--- config.mk ---
export PLATFORM = sky130hd
export DESIGN_NAME = regfile_scoreboard
export DESIGN_NICKNAME = d
export VERILOG_FILES = /design/src/rtl/regfile_scoreboard.sv
export SDC_FILE = /design/constraint.sdc
export NUM_CORES = 2
export LEC_CHECK = 0
export CELL_PAD_IN_SITES_DETAIL_PLACEMENT = 1
export CELL_PAD_IN_SITES_GLOBAL_PLACEMENT = 2
export CORE_UTILIZATION = 49
export CTS_BUF_LIST = sky130_fd_sc_hd__clkbuf_16
export CTS_CLUSTER_SIZE = 28
export DETAILED_ROUTE_END_ITERATION = 10
export GPL_TIMING_DRIVEN = 0
export PLACE_DENSITY_LB_ADDON = 0.3
export SYNTH_ARGS = -nofsm -noshare
export SYNTH_HDL_FRONTEND = slang
export SYNTH_SLANG_ARGS = --single-unit
--- constraint.sdc ---
create_clock -name clock -period 58.4 [get_ports clock]
set_clock_uncertainty 0.05 [all_clocks]
set_input_delay 5.84 -clock clock [delete_from_list [all_inputs] [get_ports clock]]
set_output_delay 5.84 -clock clock [all_outputs]
set_load 0.01 [all_outputs]
--- src/rtl/regfile_scoreboard.sv ---
// Register file with one-hot write decode, two combinational read ports with optional write-through
// bypass, and a per-register pending-write scoreboard; writes/claims land in 1 edge, no backpressure.
module regfile_scoreboard #(
  parameter int DATA_W   = 32,
  parameter int ADDR_W   = 5,
  parameter int ZERO_REG = 1,
  parameter int BYPASS   = 1
) (
  input  logic              clock,
  input  logic              ctrl_reset,
  input  logic              ctrl_writeEnable,
  input  logic [ADDR_W-1:0] ctrl_writeReg,
  input  logic [DATA_W-1:0] data_writeReg,
  input  logic              ctrl_claimEnable,
  input  logic [ADDR_W-1:0] ctrl_claimReg,
  input  logic [ADDR_W-1:0] ctrl_readRegA,
  input  logic [ADDR_W-1:0] ctrl_readRegB,
  output logic [DATA_W-1:0] data_readRegA,
  output logic [DATA_W-1:0] data_readRegB,
  output logic              busy_readRegA,
  output logic              busy_readRegB,
  output logic [(1<<ADDR_W)-1:0] busy_vector
);

  localparam int N = 1 << ADDR_W;

  logic [DATA_W-1:0] regs_q [N];
  logic [N-1:0]      busy_q, busy_d;
  logic [N-1:0]      wr_sel, clm_sel;
  logic              wr_ok;
  logic              hit_a, hit_b;

  assign wr_ok = ctrl_writeEnable && !((ZERO_REG != 0) && (ctrl_writeReg == '0));

  always_comb begin
    wr_sel  = '0;
    clm_sel = '0;
    if (ctrl_writeEnable) wr_sel[ctrl_writeReg] = 1'b1;
    if (ctrl_claimEnable) clm_sel[ctrl_claimReg] = 1'b1;
    if (ZERO_REG != 0) begin
      wr_sel[0]  = 1'b0;
      clm_sel[0] = 1'b0;
    end
    // A claim in the same cycle as the write means a newer producer is in flight.
    busy_d = (busy_q & ~wr_sel) | clm_sel;
  end

  always_ff @(posedge clock or posedge ctrl_reset) begin
    if (ctrl_reset) begin
      for (int i = 0; i < N; i++) regs_q[i] <= '0;
      busy_q <= '0;
    end else begin
      for (int i = 0; i < N; i++) begin
        if (wr_sel[i]) regs_q[i] <= data_writeReg;
      end
      busy_q <= busy_d;
    end
  end

  assign busy_vector = busy_q;

  always_comb begin
    hit_a = (BYPASS != 0) && wr_ok && (ctrl_writeReg == ctrl_readRegA);
    hit_b = (BYPASS != 0) && wr_ok && (ctrl_writeReg == ctrl_readRegB);

    data_readRegA = regs_q[ctrl_readRegA];
    busy_readRegA = busy_q[ctrl_readRegA];
    if ((ZERO_REG != 0) && (ctrl_readRegA == '0)) data_readRegA = '0;
    if (hit_a) begin
      data_readRegA = data_writeReg;
      busy_readRegA = 1'b0;
    end

    data_readRegB = regs_q[ctrl_readRegB];
    busy_readRegB = busy_q[ctrl_readRegB];
    if ((ZERO_REG != 0) && (ctrl_readRegB == '0)) data_readRegB = '0;
    if (hit_b) begin
      data_readRegB = data_writeReg;
      busy_readRegB = 1'b0;
    end
  end

endmodule
==> Word-level counts from Yosys, hierarchy flattened <==
Cells that the tools add are included.
Widths: inputs -> output; s select.
{ "word_totals": {"reg_bits": 1024, "in_bits": 56, "output_inout_bits": 98, "word_cells": 78} }
{ "op_classes": {"order_cmp": 8, "eq_ne": 2, "muxes": 22, "bitwise": 5, "n_reduce_logical": 9} }
{ "op_table": {"columns": ["cell", "n"], "rows": [
  ["$bmux 32 s5", 2],
  ["$mux 32", 10],
  ["$and 32x32->32", 1],
  ["$not 32->32", 1],
  ["$or 32x32->32", 1],
  ["$lt 5x6->1 const B", 4],
  ["$logic_not 5->1", 3],
  ["$ge 6x6->1 const B", 2],
  ["$not 5->6", 2],
  ["$bmux 1 s5", 2],
  ["$demux 1 s5", 2],
  ["$eq 5x5->1", 2],
  ["$ge 5x1->1 const B", 2],
  ["$mux 1", 6],
  ["$logic_and 1x1->1", 5],
  ["$logic_not 1->1", 1]
]} }

==> Logic depth before layout (Yosys ltp) <==
{ "logic_depth": {"depth_word": 8, "depth_mapped": 10, "depth_no_buf": 5} }

==> Least setup slack after synthesis <==
Ideal clock, no wire load.
{ "synth_timing": {"path_type": "input -> output", "startpoint": "input ctrl_readRegB[1]", "endpoint": "output data_readRegB[0]", "t_arrival_ps": 7571, "required_time_ps": 52510, "setup_slack_ps": 44939, "stages": 9, "path_buffers": 4, "cell_sequence": "buf_4 > buf_2 > buf_2 > clkbuf_1 > mux4_2 > a22oi_1 > o31ai_1 > a22oi_1 > nand2_1"} }
{ "synth_via": {"elab_chain_cells": 6, "elab_cells_between_ends": 9, "cone_classes": "eq/ne (1); mux (5); bitwise (1); reduce/logical (2)"} }
{ "synth_rtl": {"columns": ["element", "line_no", "rtl"], "rows": [
  ["from (decl)", "17", "input logic [ADDR_W-1:0] ctrl_readRegB,"],
  ["$not 5->6 (implied by the code)", "74", "data_readRegB = regs_q[ctrl_readRegB];"],
  ["$bmux 32 s5", "74", null],
  ["$mux 32 (implied by the code) (2 in series)", "74", null],
  ["$mux 32", "76", "if ((ZERO_REG != 0) && (ctrl_readRegB == '0)) data_readRegB = '0;"],
  ["$mux 32 *", "77", "if (hit_b) begin"],
  ["to (decl)", "19", "output logic [DATA_W-1:0] data_readRegB,"]
]} }
Mark *: on every way between the ends. The rest lies on a longest branch, timed or not. The select of a mux whose other input is x is not followed.

==> Worst setup path after layout <==
{ "layout_timing": {"startpoint": "input ctrl_readRegA[2]", "endpoint": "output data_readRegA[19]"} }
{ "layout_via": {"elab_chain_cells": 6, "elab_cells_between_ends": 9, "cone_classes": "eq/ne (1); mux (5); bitwise (1); reduce/logical (2)"} }
{ "layout_rtl": {"columns": ["element", "line_no", "rtl"], "rows": [
  ["from (decl)", "16", "input logic [ADDR_W-1:0] ctrl_readRegA,"],
  ["$not 5->6 (implied by the code)", "66", "data_readRegA = regs_q[ctrl_readRegA];"],
  ["$bmux 32 s5", "66", null],
  ["$mux 32 (implied by the code) (2 in series)", "66", null],
  ["$mux 32", "68", "if ((ZERO_REG != 0) && (ctrl_readRegA == '0)) data_readRegA = '0;"],
  ["$mux 32 *", "69", "if (hit_a) begin"],
  ["to (decl)", "18", "output logic [DATA_W-1:0] data_readRegA,"]
]} }
Marks and branches as above.

==> results.ini <==
[outcome]
outcome = finished, violations left
violations = capacitance limit, slew limit

[timing]
setup_viol = 0
fin_tns_setup_ps = 0
maxSlewHeadroom = -0.0465
finalCritPeriodShare = 0.303
drv_slew = 67
tightest_slew_ps = 1570
hold_viol = 0
period_needed_ps = 17670
rsz0062_at_grt = no
max_freq_ghz = 0.0566

[synth]
syn-num-nets = 3955
synth_top_cell_area_share = 0.460
synth_top_area_cell = dfrtp_1
synthArstFlopShare = 1.00
synth_most_common_cell = mux2_2
ys_seq_area_frac = 0.460
synth_cells = 3899
ys_top_cells_by_area = dfrtp_1 (46%), mux2_2 (23%), mux4_2 (16%)
yosysUniqueCellTypes = 54
ys.flop_type = dfrtp_1
syn_avg_cell_area_um2 = 14.3
ys_ff_latch = 1023
yosysWarnings = 0
synthesis.area_um2 = 55600
ys_top_cells_by_count = mux2_2 (1142), dfrtp_1 (1023), mux4_2 (394), clkbuf_1 (261), mux2i_1 (131)
synth-edff-count = 0

[placement]
gp_congestion = 1.01
placed_cells = 5552
dp_hpwl_mm = 177
numPortBuffers = 143

[clock_network]
cts_max_level = 3
cts_buffers = 116
clkTransAtPathRegs_ps = 60
numClockSinks = 1023
ctsResizeCount = 0
insertion_delay_ps = 710
cts_root_buffer = clkbuf_16
cts_tree = done
clock_path_buffers = 3
cts_setup_buffers = 0
cts.hold.buffers_added = 0

[grt]
antenna_found_initial = 15
grt_pass1_vias = 42495
grt_max_degree = 120
grtUsageTotal = 0.435
grt.overflow.total = 0
grt_pass1_wl_mm = 345

[critical_path]
critPathArrivalTime_ps = 11780
start_kind = input pin
end_kind = output pin
path_max_fanout = 10
r2r_cells = 1
cp.required_ps = 52510
critPathKind = input pin to output pin

[die]
die-area_um2 = 115000
die_y_um = 339
die_w_um = 339
fp-row-count = 123
start_util = 0.495
core_area_um2 = 112000
pin_count = 154

[detailed_routing]
routedWlPerCell_um = 43.3
wirelength_mm = 251
first_iter_violations = 5886
num_vias = 42434
ant_nets = 0
post-route-drc-count = 0
first_pass_iters = 5
vias_per_cell = 7.34

[hold_path]
holdPathStages = 2
hp-class = register to register

[power_and_ir_drop]
total_power_mw = 2.23
vdd_ir_drop_max_v = 0.0000265
p_per_area_nw_per_um2 = 35.4
leakagePower_nw = 27.0

[final_layout]
layout.nets = 4230
syn_to_final_growth_pct = 13.1
final_cells = 5783
drive_gt1_frac = 0.439

[run]
cap_violations = 6

==> critical path: stages <==
cell	delay (ps)
clkdlybuf4s50_1	820
buf_2	520
buf_4	390
buf_2	690
clkbuf_1	910
a21oi_1	470
o41ai_1	1340
clkdlybuf4s50_1	740
==> metrics by stage <==
step                setup WS, ps  utilization  hold slack (ps)  cell area (µm²)
finish                     40730        0.559              456            62900
global route               40990        0.559              483            62900
CTS                        41210        0.559              452            62800
detailed placement         41230        0.526              440            59200
global placement           10880        0.524              424            58900
floorplan                  23720            -              410            55600
==> power by group <==
group,switching [mW],total [mW],internal (mW)
clock,0.320,0.726,0.406
sequential,0.116,0.965,0.849
combinational,0.258,0.541,0.283
total,0.693,2.23,1.54
==> sequential cells by signal, summed over array words and instances (netlist names) <==
register,flops
regs_q,992
busy_vector,31
==> cells in the final DEF, fill, tap and decap left out, types with 50 or more instances in the layout <==
cell / count
a22o_1: 52
buf_2: 100
clkbuf_1: 254
clkbuf_16: 116
clkdlybuf4s50_1: 143
dfrtp_1: 1023
mux2_2: 1142
mux2i_1: 131
mux4_2: 394
nand2_1: 101
nor2b_1: 66
nor3_1: 50
o21ai_0: 74
o22ai_1: 110
==> routing by layer <==
layer / global-route usage / wire, µm
met1: 0.572 / 94200
met2: 0.604 / 105000
met3: 0.186 / 35800
met4: 0.236 / 15500
met5: 0.00667 / 161
==> final timing paths <==
kind	start	endpoint	slack, ps
min in group asynchronous	ctrl_reset	regs_q[129]$_DFFE_PP0P_	5530
worst min-delay path	regs_q[689]$_DFFE_PP0P_	regs_q[689]$_DFFE_PP0P_	460
worst max register to register	regs_q[608]$_DFFE_PP0P_	regs_q[608]$_DFFE_PP0P_	57450
worst max-delay path	ctrl_readRegA[2]	data_readRegA[19]	40730
max in group asynchronous	ctrl_reset	regs_q[845]$_DFFE_PP0P_	51050
worst min register to register	regs_q[689]$_DFFE_PP0P_	regs_q[689]$_DFFE_PP0P_	460
==> logic make-up (layout without fill, tap and decap cells) <==
group | Yosys count | in the layout | share of synthesized area
xor gates and xnor gates | 10 | 10 | 0.00157
buffers and inverters | 422 | 793 | 0.0360
AOI/OAI and AO/OA | 453 | 453 | 0.0589
and+or+nand+nor | 323 | 323 | 0.0291
DFF | 1023 | 1023 | 0.460
other | 1 | 14 | 0.0000674
muxes | 1667 | 1667 | 0.414
==> final cells by class <==
class,instances,area [µm²]
inverter,5,26.3
multi-input combinational,2454,28100
clock inverter,98,724
clock buffer,116,2900
fill,10751,49600
timing repair buffer,157,1710
buffer,417,2000
tap,1500,1880
sequential,1023,25600
antenna,13,32.5
(Power assumes the default switching activity.)
